<file path="config.mk">
export PLATFORM = sky130hd
export DESIGN_NAME = lpif_tx_arbiter_flat
export DESIGN_NICKNAME = d
export VERILOG_FILES = /design/src/rtl/lpif_tx_arbiter_if.sv /design/src/rtl/lpif_tx_arbiter.sv /design/src/flat_wrapper.sv
export SDC_FILE = /design/constraint.sdc
export NUM_CORES = 1
export LEC_CHECK = 0
export CORE_ASPECT_RATIO = 1.5
export CORE_UTILIZATION = 38
export CTS_BUF_LIST = sky130_fd_sc_hd__clkbuf_4
export DETAILED_ROUTE_END_ITERATION = 16
export PLACE_DENSITY = 0.83
export RECOVER_POWER = 100
export SYNTH_ARGS = -nofsm -noshare
export SYNTH_HDL_FRONTEND = slang
export SYNTH_SLANG_ARGS = --single-unit
export TNS_END_PERCENT = 50
</file>
<file path="constraint.sdc">
create_clock -name clk -period 2.3 [get_ports clk]
set_clock_uncertainty 0.1 [all_clocks]
set_input_delay 0.575 -clock clk [delete_from_list [all_inputs] [get_ports clk]]
set_output_delay 0.575 -clock clk [all_outputs]
set_load 0.005 [all_outputs]
</file>
<file path="src/rtl/lpif_tx_arbiter_if.sv">
// lpif_tx_arbiter_if: LPIF transmit bundle between packet generators, arbiter and PHY.
// Signals: TLP source (tlp_data/valid/req/last, tlp_gnt), DLLP source (dllp_data/valid/req, dllp_gnt),
// LPIF side (data/valid/irdy, trdy), stall handshake (stall_req/stall_ack), link_up, tlp_abort,
// packet counters (tlp_pkt_cnt/dllp_pkt_cnt). slave = arbiter view, master = environment view.
interface lpif_tx_arbiter_if #(
    parameter int DATA_BYTES = 8
);
    logic [DATA_BYTES*8-1:0] tlp_data;
    logic [DATA_BYTES-1:0]   tlp_valid;
    logic                    tlp_req;
    logic                    tlp_last;
    logic                    tlp_gnt;
    logic [DATA_BYTES*8-1:0] dllp_data;
    logic [DATA_BYTES-1:0]   dllp_valid;
    logic                    dllp_req;
    logic                    dllp_gnt;
    logic [DATA_BYTES*8-1:0] data;
    logic [DATA_BYTES-1:0]   valid;
    logic                    irdy;
    logic                    trdy;
    logic                    stall_req;
    logic                    stall_ack;
    logic                    link_up;
    logic                    tlp_abort;
    logic [15:0]             tlp_pkt_cnt;
    logic [15:0]             dllp_pkt_cnt;

    modport slave (
        input  tlp_data, tlp_valid, tlp_req, tlp_last, dllp_data, dllp_valid, dllp_req,
               trdy, stall_req, link_up,
        output tlp_gnt, dllp_gnt, data, valid, irdy, stall_ack, tlp_abort, tlp_pkt_cnt, dllp_pkt_cnt
    );

    modport master (
        output tlp_data, tlp_valid, tlp_req, tlp_last, dllp_data, dllp_valid, dllp_req,
               trdy, stall_req, link_up,
        input  tlp_gnt, dllp_gnt, data, valid, irdy, stall_ack, tlp_abort, tlp_pkt_cnt, dllp_pkt_cnt
    );
endinterface

</file>
<file path="src/rtl/lpif_tx_arbiter.sv">
// lpif_tx_arbiter: shares one LPIF transmit beat between a TLP source and a DLLP source.
// Ports: clk (LPIF clock), reset (async, active low), bus (lpif_tx_arbiter_if.slave: source
// handshakes, registered LPIF data/valid/irdy with trdy backpressure, stall_req/stall_ack,
// link_up, tlp_abort, packet counters).
// Optional macro LPIF_TX_PERF_CNT_EN enables the saturating tlp/dllp packet counters;
// without it both counter ports read 0.
module lpif_tx_arbiter #(
    parameter int DATA_BYTES     = 8,
    parameter int DLLP_BURST_MAX = 4
) (
    input logic              clk,
    input logic              reset,
    lpif_tx_arbiter_if.slave bus
);
    localparam logic [1:0] S_IDLE       = 2'd0;
    localparam logic [1:0] S_TLP        = 2'd1;
    localparam logic [1:0] S_STALL_WAIT = 2'd2;
    localparam logic [1:0] S_STALLED    = 2'd3;
    localparam logic [3:0] BURST        = 4'(DLLP_BURST_MAX);

    logic [1:0]              state, state_nx;
    logic [3:0]              streak;
    logic                    idle_arb, cap, sel_dllp, tlp_gnt, dllp_gnt;
    logic                    irdy_q, abort_q;
    logic [DATA_BYTES*8-1:0] data_q;
    logic [DATA_BYTES-1:0]   valid_q;

    // DLLPs win at a packet boundary unless a waiting TLP has already seen a full DLLP burst.
    always_comb begin
        idle_arb = state == S_IDLE && !bus.stall_req;
        cap      = reset && bus.link_up && (!irdy_q || bus.trdy) && (idle_arb || state == S_TLP);
        sel_dllp = idle_arb && bus.dllp_req && !(bus.tlp_req && streak == BURST);
        tlp_gnt  = cap && !sel_dllp && bus.tlp_req;
        dllp_gnt = cap && sel_dllp;
    end

    // A DLLP grant never leaves IDLE, so a separate DLLP state is never occupied.
    always_comb begin
        state_nx = state;
        case (state)
            S_IDLE:       state_nx = bus.stall_req ? S_STALL_WAIT : (tlp_gnt && !bus.tlp_last) ? S_TLP : S_IDLE;
            S_TLP:        state_nx = (tlp_gnt && bus.tlp_last) ? (bus.stall_req ? S_STALL_WAIT : S_IDLE) : S_TLP;
            S_STALL_WAIT: state_nx = !bus.stall_req ? S_IDLE : !irdy_q ? S_STALLED : S_STALL_WAIT;
            default:      state_nx = bus.stall_req ? S_STALLED : S_IDLE;
        endcase
        if (!bus.link_up) state_nx = S_IDLE;
    end

    always_ff @(posedge clk or negedge reset) begin
        if (!reset) begin
            state   <= S_IDLE;
            streak  <= '0;
            irdy_q  <= 1'b0;
            data_q  <= '0;
            valid_q <= '0;
            abort_q <= 1'b0;
        end else begin
            state   <= state_nx;
            abort_q <= !bus.link_up && state == S_TLP;
            if (!bus.link_up || tlp_gnt) streak <= '0;
            else if (dllp_gnt && streak != BURST) streak <= streak + 4'd1;
            if (!bus.link_up) begin
                irdy_q  <= 1'b0;
                data_q  <= '0;
                valid_q <= '0;
            end else if (tlp_gnt) begin
                irdy_q  <= 1'b1;
                data_q  <= bus.tlp_data;
                valid_q <= bus.tlp_valid;
            end else if (dllp_gnt) begin
                irdy_q  <= 1'b1;
                data_q  <= bus.dllp_data;
                valid_q <= bus.dllp_valid;
            end else if (bus.trdy) begin
                irdy_q  <= 1'b0;
            end
        end
    end

    assign bus.tlp_gnt   = tlp_gnt;
    assign bus.dllp_gnt  = dllp_gnt;
    assign bus.irdy      = irdy_q;
    assign bus.data      = data_q;
    assign bus.valid     = valid_q;
    assign bus.stall_ack = state == S_STALLED;
    assign bus.tlp_abort = abort_q;

`ifdef LPIF_TX_PERF_CNT_EN
    logic [15:0] tlp_cnt, dllp_cnt;

    always_ff @(posedge clk or negedge reset) begin
        if (!reset) begin
            tlp_cnt  <= '0;
            dllp_cnt <= '0;
        end else begin
            if (tlp_gnt && bus.tlp_last && tlp_cnt != 16'hFFFF) tlp_cnt <= tlp_cnt + 16'd1;
            if (dllp_gnt && dllp_cnt != 16'hFFFF) dllp_cnt <= dllp_cnt + 16'd1;
        end
    end

    assign bus.tlp_pkt_cnt  = tlp_cnt;
    assign bus.dllp_pkt_cnt = dllp_cnt;
`else
    assign bus.tlp_pkt_cnt  = '0;
    assign bus.dllp_pkt_cnt = '0;
`endif
endmodule
</file>
<file path="src/flat_wrapper.sv">
// flat-port wrapper written by rule: the top's interface ports become plain ports
module lpif_tx_arbiter_flat 
#(
    parameter int DATA_BYTES     = 8,
    parameter int DLLP_BURST_MAX = 4
)
  (clk, reset, bus_tlp_data, bus_tlp_valid, bus_tlp_req, bus_tlp_last, bus_dllp_data, bus_dllp_valid, bus_dllp_req, bus_trdy, bus_stall_req, bus_link_up, bus_tlp_gnt, bus_dllp_gnt, bus_data, bus_valid, bus_irdy, bus_stall_ack, bus_tlp_abort, bus_tlp_pkt_cnt, bus_dllp_pkt_cnt);
  lpif_tx_arbiter_if #(.DATA_BYTES(DATA_BYTES)) bus_i ();
  input logic clk;
  input logic reset;
  input wire logic [$bits(bus_i.tlp_data)-1:0] bus_tlp_data;
  input wire logic [$bits(bus_i.tlp_valid)-1:0] bus_tlp_valid;
  input wire logic [$bits(bus_i.tlp_req)-1:0] bus_tlp_req;
  input wire logic [$bits(bus_i.tlp_last)-1:0] bus_tlp_last;
  input wire logic [$bits(bus_i.dllp_data)-1:0] bus_dllp_data;
  input wire logic [$bits(bus_i.dllp_valid)-1:0] bus_dllp_valid;
  input wire logic [$bits(bus_i.dllp_req)-1:0] bus_dllp_req;
  input wire logic [$bits(bus_i.trdy)-1:0] bus_trdy;
  input wire logic [$bits(bus_i.stall_req)-1:0] bus_stall_req;
  input wire logic [$bits(bus_i.link_up)-1:0] bus_link_up;
  output wire logic [$bits(bus_i.tlp_gnt)-1:0] bus_tlp_gnt;
  output wire logic [$bits(bus_i.dllp_gnt)-1:0] bus_dllp_gnt;
  output wire logic [$bits(bus_i.data)-1:0] bus_data;
  output wire logic [$bits(bus_i.valid)-1:0] bus_valid;
  output wire logic [$bits(bus_i.irdy)-1:0] bus_irdy;
  output wire logic [$bits(bus_i.stall_ack)-1:0] bus_stall_ack;
  output wire logic [$bits(bus_i.tlp_abort)-1:0] bus_tlp_abort;
  output wire logic [$bits(bus_i.tlp_pkt_cnt)-1:0] bus_tlp_pkt_cnt;
  output wire logic [$bits(bus_i.dllp_pkt_cnt)-1:0] bus_dllp_pkt_cnt;
  assign bus_i.tlp_data = bus_tlp_data;
  assign bus_i.tlp_valid = bus_tlp_valid;
  assign bus_i.tlp_req = bus_tlp_req;
  assign bus_i.tlp_last = bus_tlp_last;
  assign bus_i.dllp_data = bus_dllp_data;
  assign bus_i.dllp_valid = bus_dllp_valid;
  assign bus_i.dllp_req = bus_dllp_req;
  assign bus_i.trdy = bus_trdy;
  assign bus_i.stall_req = bus_stall_req;
  assign bus_i.link_up = bus_link_up;
  assign bus_tlp_gnt = bus_i.tlp_gnt;
  assign bus_dllp_gnt = bus_i.dllp_gnt;
  assign bus_data = bus_i.data;
  assign bus_valid = bus_i.valid;
  assign bus_irdy = bus_i.irdy;
  assign bus_stall_ack = bus_i.stall_ack;
  assign bus_tlp_abort = bus_i.tlp_abort;
  assign bus_tlp_pkt_cnt = bus_i.tlp_pkt_cnt;
  assign bus_dllp_pkt_cnt = bus_i.dllp_pkt_cnt;
  lpif_tx_arbiter #(.DATA_BYTES(DATA_BYTES), .DLLP_BURST_MAX(DLLP_BURST_MAX)) u_core (.clk(clk), .reset(reset), .bus(bus_i));
endmodule
</file>
; Word-level counts from Yosys, hierarchy flattened
; Index checks and enable logic that the tools add are counted.
[classes]
n_mul = 0
n_shift = 0
div = 0
bitwise = 0
n_addsub = 1
n_lt_le_gt_ge = 0
eq_ne = 7
muxes = 21
n_reduce_logical = 25
[ops]
columns = cell, count
row1 = $mux 64, 3
row2 = $mux 8, 3
row3 = $logic_and 1x1->1, 14
row4 = $mux 2, 6
row5 = $mux 4, 2
row6 = $logic_not 1->1, 6
row7 = $mux 1, 6
row8 = $pmux 2 s3, 1
row9 = $add 4x1->4 const B, 1
row10 = $eq 2x2->1 const B, 2
row11 = $eq 4x3->1 const B, 1
row12 = $ne 4x2->1 const B, 1
row13 = $ne 4x3->1 const B, 1
row14 = $logic_or 1x1->1, 3
row15 = $ne 3x1->1 const B, 1
row16 = $eq 2x1->1 const B, 1
row17 = $logic_not 2->1, 1
row18 = $reduce_bool 2->1, 1
[totals]
register_bits = 80
ram_bits = 0
rom_bits = 0
word_cells = 60
in_bits = 152
output_inout_bits = 109
mem_count = 0
latch_bits = 0

; Depth between registers and ports, before layout
[logic_depth]
depth_word = 12
mapped_depth = 9

; Worst setup path before layout
; Ideal clock, no wire load.
[synth_path]
kind = input -> output
startpoint = input port bus_link_up
endpoint = output port bus_tlp_gnt
arrival_ns = 1.437
slack_ns = 0.188
path_buffers = 2
cell_stages = 6
path_cell_list = clkbuf_1 nand2_1 nor4_4 nand3_2 buf_6 inv_2
[synth_via]
elab_chain_cells = 5
[synth_rtl]
columns = item, line
row1 = "start, declared", flat_wrapper.sv:20  ; input wire logic [$bits(bus_i.link_up)-1:0] bus_link_up;
row2 = $logic_and 1x1->1 (3 in series), lpif_tx_arbiter.sv:31  ; cap = reset && bus.link_up && (!irdy_q || bus.trdy) && (idle_arb || state == S_TLP);
row3 = $logic_and 1x1->1 (2 in series), lpif_tx_arbiter.sv:33  ; tlp_gnt = cap && !sel_dllp && bus.tlp_req;
row4 = "end, declared", flat_wrapper.sv:21  ; output wire logic [$bits(bus_i.tlp_gnt)-1:0] bus_tlp_gnt;
; Every way passes these cells.

; Final worst setup path
[layout_path]
startpoint = register u_core.state[0]
endpoint = output port bus_tlp_gnt
[layout_via]
elab_chain_cells = 7
elab_cells_between_ends = 10
cone_classes = eq/ne: 1 / reduce/logical: 9
[layout_rtl]
columns = item, line
row1 = "start, declared", lpif_tx_arbiter.sv:21  ; logic [1:0] state, state_nx;
row2 = "start signal, assigned", lpif_tx_arbiter.sv:58  ; state <= state_nx;
row3 = $logic_not 2->1, lpif_tx_arbiter.sv:30  ; idle_arb = state == S_IDLE && !bus.stall_req;
row4 = $logic_and 1x1->1, lpif_tx_arbiter.sv:30
row5 = $logic_and 1x1->1 (2 in series), lpif_tx_arbiter.sv:32  ; sel_dllp = idle_arb && bus.dllp_req && !(bus.tlp_req && streak == BURST);
row6 = $logic_not 1->1, lpif_tx_arbiter.sv:33
row7 = $logic_and 1x1->1 * (2 in series), lpif_tx_arbiter.sv:33
; Every way passes the cells marked *; elsewhere a longest branch is shown, timed or not.

==> reports/metrics.cfg <==
[layout]
syn2layout_area_growth_pct = 60.7
fin_area_sq_um = 6740
drive_gt1_share_pct = 9.26
antennaDiodeCount = 0
fin_nets = 799
fin_cells = 792
num-fill-cells = 877

[routing]
drt-total-wl_mm = 12.2
viasPerCell = 4.90
drc_errors = 0
drtIter0Drc = 124
final_antenna_net_count = 0
dr.pass1.iters = 5
via_count = 3882
routedWlPerCell_um = 15.4

[worst_setup_path]
reg2reg_depth = 7
regToRegEndpoint = u_core.bus.data[24]
crit_path_end_kind = output pin
timing.rr.start = u_core.state[0]
arrival_ps = 1690
rrSetupSlack_ps = 60
required_ps = 1620
cp_max_fo = 3
cp-start-kind = flop
worstSetupPathType = flop to output pin

[grt]
track_usage_pct = 20.8
grt_pass1_wl_mm = 18.1
antenna_found_initial = 0
first_global_vias = 3872
overflow = 0
grt_max_degree = 79

[floorplanning]
rows = 46
die-width_um = 87.8
die_h_um = 131
core_area_sq_um = 10600
initial_core_util_pct = 39.4
io_pins = 261
die_area_sq_um = 11500

[timing]
finalWorstSetupSlack_ps = -65.2
rsz0062_at_grt = true
max_slew.worst_pin.slew_ps = 1560
setup_tns_ps = -109
max_slew_margin_pct = -3.95
post-route-period-util_pct = 103
fmax_ghz = 0.423
setup_violations = 2
slew_violations = 79
hold_violations = 0
period_minus_slack_ps = 2370

[clocking]
htreeDepth = 3
clockBufferDepth = 2
root_buffer = clkbuf_4
clk_latency_ps = 420
path_clk_slew_ps = 120
clock_sinks = 80
cts-buffers-inserted = 9
cts_tree = built

[placed_design]
place_ws_ps = -701
placed_cell_area_sq_um = 6550
gp_congestion = 0.761
portBuffers = 228
dp.cells = 772
dp_hpwl_mm = 9.37

[power_and_ir_drop]
p_leak_nw = 3.52
peakVddDrop_mv = 0.249
pwr-share-seq_pct = 49.3
p_per_area_nw_per_um2 = 450
p_sw_mw = 0.747
comb_power_share_pct = 21.3
power.internal_mw = 2.28
p_total_mw = 3.03
swShare_pct = 24.6
pwr-share-clk_pct = 29.4

[job]
maxCapViolCount = 1

[synthesis]
synth_cell_types = 30
ys_seq_area_share_pct = 47.7
ys_ff_latch = 80
syn-cell-area_sq_um = 4190
avgSynthCellArea_sq_um = 10.3
syn_inst = 409
ys_warn_count = 0

[worst_hold_path]
hold_class = primary input to async pin

[outcome]
status = finished, violations left
violations = max-capacitance violations, max-slew violations, negative setup slack

==> cell usage in the layout (no fill, tap or decap), types with 3 or more instances in the layout <==
cell	Yosys	layout
clkdlybuf4s50_1	0	146
dfrtp_1	80	78
o21ai_1	73	73
nand3_1	73	73
dlygate4sd3_1	0	73
mux2i_1	72	72
conb_1	1	32
buf_4	34	24
clkbuf_4	0	11
nor2_1	7	7
nand2_1	7	6
inv_1	5	5
o21ai_0	3	3
xnor2_1	3	3
clkbuf_2	0	3
dlygate4sd2_1	0	3
==> worst max-delay path by stage <==
stage	start	endpoint	slack, ps	cells after the start
6_report	u_core.state[0]	bus_tlp_gnt	-70	5
5_1_grt	u_core.state[0]	bus_tlp_gnt	-140	5
4_1_cts	u_core.bus.irdy	bus_dllp_gnt	-60	6
3_5_place_dp	bus_stall_req	u_core.bus.data[24]	-700	8
3_3_place_gp	bus_stall_req	bus_dllp_gnt	-690	6
2_1_floorplan	bus_link_up	bus_tlp_gnt	190	6
==> synthesized netlist by cell type <==
cell | count | area (sq um)
nor2_1 | 7 | 26.3
clkbuf_1 | 18 | 67.6
buf_4 | 34 | 255
inv_2 | 1 | 3.75
inv_1 | 5 | 18.8
and2_1 | 1 | 6.26
ha_1 | 2 | 25.0
o21ai_1 | 73 | 365
nor2b_1 | 2 | 12.5
nand3_2 | 1 | 10.0
o21ai_2 | 2 | 17.5
nor4_4 | 1 | 21.3
xnor2_1 | 3 | 26.3
buf_6 | 1 | 11.3
nand3_1 | 73 | 365
a21o_1 | 1 | 7.51
o2111ai_1 | 1 | 8.76
o21ai_0 | 3 | 15.0
conb_1 | 1 | 3.75
nor3_1 | 2 | 10.0
nand2_1 | 7 | 26.3
buf_8 | 5 | 75.1
nand2b_1 | 1 | 6.26
nor4b_4 | 1 | 23.8
o31a_1 | 1 | 8.76
mux2i_1 | 72 | 721
buf_2 | 6 | 30.0
or4_1 | 1 | 7.51
dfrtp_1 | 80 | 2000
a21oi_1 | 3 | 15.0
==> area by class of cell <==
type                    count  area (sq um)  share of cell area (%)
inverters                   6          22.5                   0.334
multi-input cells         290          1880                    27.9
repair buffers            258          2510                    37.2
clock inverters             5          73.8                    1.10
clock buffers               9          67.6                    1.00
flip-flops and latches     80          2000                    29.8
well taps                 144           180                    2.67
==> per-layer routing <==
metal	GRT usage, %	share of wire [%]	vias up
li1	-	-	1859
met1	20.8	34	1820
met2	39.7	55	180
met3	5.34	8.0	23
met4	9.26	2.6	0
met5	0	0	-
==> what timing repair did <==
action / 4_1_cts / 5_1_grt
buffers inserted: 4 / 2
setup endpoints to repair: 80 / 15
resized for setup: 17 / 11
pin swaps: 3 / 3
hold buffers: 0 / 0
==> cells by family (layout without fill, tap and decap cells) <==
logic type,after synthesis,after routing,share of synthesized area [%]
DFF,80,80,47.7
xor gates and xnor gates,3,3,0.627
buffers and inverters,70,278,11.0
adders and majority gates,2,2,0.597
AOI/OAI and AO/OA,84,84,10.4
muxes,72,72,17.2
and+or+nand+nor,97,97,12.3
other,1,32,0.0894
==> sequential cells by signal, summed over array words and instances, names as in the netlist <==
| name | count |
|---|---|
| u_core.streak | 4 |
| u_core.bus.valid | 8 |
| u_core.bus.data | 64 |
| u_core.bus.irdy | 1 |
| u_core.bus.tlp_abort | 1 |
| u_core.state | 2 |
==> power by group through the flow <==
| stage | sequential [mW] | combinational [mW] | clock [mW] |
|---|---|---|---|
| after floorplan | 1.53 | 0.233 | 0 |
| after global placement | 1.52 | 0.647 | 0 |
| after detailed placement | 1.53 | 0.666 | 0 |
| after CTS | 1.50 | 0.671 | 0.911 |
| after global routing | 1.50 | 0.703 | 0.976 |
| final | 1.50 | 0.646 | 0.890 |
==> per-stage QoR <==
step / hold slack (ps) / util [%]
global placement: 396 / 61.5
global route: 380 / 63.3
finish: 310 / 63.3
floorplan: 179 / -
detailed placement: 405 / 61.5
CTS: 103 / 63.1
==> critical path, stage by stage, from the launching register on <==
cell,delay (ps)
dfrtp_2,470
nor4b_4,390
o21ai_2,150
nand3_4,100
inv_2,40
buf_6,110
(Power assumes the default switching activity.)
==> RTL edit: new RTL, config.mk and constraints unchanged <==
`DATA_BYTES` is set to 8 in 3 places; all go to 4.
--- a/src/rtl/lpif_tx_arbiter_if.sv
+++ b/src/rtl/lpif_tx_arbiter_if.sv
@@ -3,7 +3,7 @@
 // LPIF side (data/valid/irdy, trdy), stall handshake (stall_req/stall_ack), link_up, tlp_abort,
 // packet counters (tlp_pkt_cnt/dllp_pkt_cnt). slave = arbiter view, master = environment view.
 interface lpif_tx_arbiter_if #(
-    parameter int DATA_BYTES = 8
+    parameter int DATA_BYTES = 4
 );
     logic [DATA_BYTES*8-1:0] tlp_data;
     logic [DATA_BYTES-1:0]   tlp_valid;
--- a/src/rtl/lpif_tx_arbiter.sv
+++ b/src/rtl/lpif_tx_arbiter.sv
@@ -5,7 +5,7 @@
 // Optional macro LPIF_TX_PERF_CNT_EN enables the saturating tlp/dllp packet counters;
 // without it both counter ports read 0.
 module lpif_tx_arbiter #(
-    parameter int DATA_BYTES     = 8,
+    parameter int DATA_BYTES     = 4,
     parameter int DLLP_BURST_MAX = 4
 ) (
     input logic              clk,
--- a/src/flat_wrapper.sv
+++ b/src/flat_wrapper.sv
@@ -1,7 +1,7 @@
 // flat-port wrapper written by rule: the top's interface ports become plain ports
 module lpif_tx_arbiter_flat 
 #(
-    parameter int DATA_BYTES     = 8,
+    parameter int DATA_BYTES     = 4,
     parameter int DLLP_BURST_MAX = 4
 )
   (clk, reset, bus_tlp_data, bus_tlp_valid, bus_tlp_req, bus_tlp_last, bus_dllp_data, bus_dllp_valid, bus_dllp_req, bus_trdy, bus_stall_req, bus_link_up, bus_tlp_gnt, bus_dllp_gnt, bus_data, bus_valid, bus_irdy, bus_stall_ack, bus_tlp_abort, bus_tlp_pkt_cnt, bus_dllp_pkt_cnt);
Interface: changed (6 resized); port bits go from 261 to 153. The function was not compared with the original's and may differ.
==> RTL edit against the original RTL <==
  * Routed wire length is 48% lower
  * Synthesized area is 41% lower
  * Final area is 43% lower
  * Total power is 49% lower
  * Sequential power is 45% lower
  * Worst setup slack better by 0.089 ns
  * Sequential cell count is 36 lower
  * First-iteration DRC count is 23% lower
  * Critical path type is now in2out
  * Critical endpoint is now bus_dllp_gnt
  * Largest cell class unchanged
  * Largest power group unchanged
  * Highest routed layer unchanged
==> RTL edit: results (changes against the original RTL) <==
clock-net power=360 uW (-60%); worst vdd ir=0.2756 mV (+11%); drt wl/cell=13.79 um (-11%); WL met3=376 um (-62%); via count=2221 (-43%); top cells by area, synth=dfrtp_1 44%, mux2i_1 15%, buf_4 9.7%, nand3_1 7.5%, o21ai_1 5.0%; max FFs per register=32 (-50%); RD Place Congestion=0.7147 (-6.1%); GR Util met1=0.1821 (-0.02582); total power=1560 uW (-49%); # fillers=535 (-39%); worst slew pin tran=1.092 ns (-0.4673 ns); metal2 WL=3.670 mm (-46%); worst skew pair latency=0.33 ns (-0.09 ns); status=completed; pre-CTS setup slack=-0.6050 ns (+0.09592 ns); Placed Area=0.003694 mm2 (-44%); Synth top cells by count=44 x dfrtp_1, 37 x nand3_1, 36 x mux2i_1; cts bufs inserted=5 (-4); DR pass1 iterations=4 (-1); sw power=380.9 uW (-49%); cell count after placement=440 (-43%); Synth Area in Adders=0.01009 (+0.004117); routing usage on met2=0.3567 (-0.04046); initial DRC count=96 (-23%); area fraction in compound gates after synthesis=0.1039 (-0.0005634); sequential fraction of the synthesis area=0.4438 (-0.03370); syn_area_per_cell=9.964 um2 (-2.8%); largest net degree at the start of global routing=45 (-43%); sequential power=824 uW (-45%); Synth Area in XOR/XNOR=0.01059 (+0.004323); P_leak=0.001889 uW (-46%); post_cts resized=18 (+1); met3 GRT Util=0.04299 (-0.01041); post-CTS setup buffers=6 (+2); Crit-path slowest cell=dlygate4sd2_1; Worst Hold Class=reg2reg; first-pass GRT wire length=9.639 mm (-47%); # port buffers=120 (-47%); htree depth=2 (-1); CP Max Fanout=2 (-1); synth unique cells=31 (+3.3%); final net count=465 (-42%); M1 WL=2.186 mm (-48%); mux cell area share after synthesis=0.1452 (-0.02665)
RTL edit: area by class of cell:
type,count,area [um2],share of cell area
clock buffers,7,52.55,0.01368
clock inverters,1,3.754,0.0009772
inverters,6,22.52,0.005863
multi-input cells,182,1157,0.3013
flip-flops and latches,44,1104,0.2873
well taps,74,92.59,0.02410
repair buffers,144,1409,0.3668
RTL edit: worst max-delay path: cells and delay by family:
family,cells,cell delay (ns)
buffers and inverters,3,0.55
AO/OA/AOI/OAI,1,0.09
AND/OR/NAND/NOR,3,0.37
RTL edit: path summary, 6_finish.rpt:
path / startpoint / endpoint / slack, ns / cells past startpoint
min: u_core.bus.data[30] / u_core.bus.data[30] / 0.42 / 2
min reg2reg: u_core.bus.data[30] / u_core.bus.data[30] / 0.42 / 2
max reg2reg: u_core.state[1] / u_core.bus.data[27] / 0.14 / 8
min in group asynchronous: reset / u_core.bus.data[7] / 0.50 / 2
max in group asynchronous: reset / u_core.state[0] / 0.85 / 2
max: bus_trdy / bus_dllp_gnt / 0.02 / 7
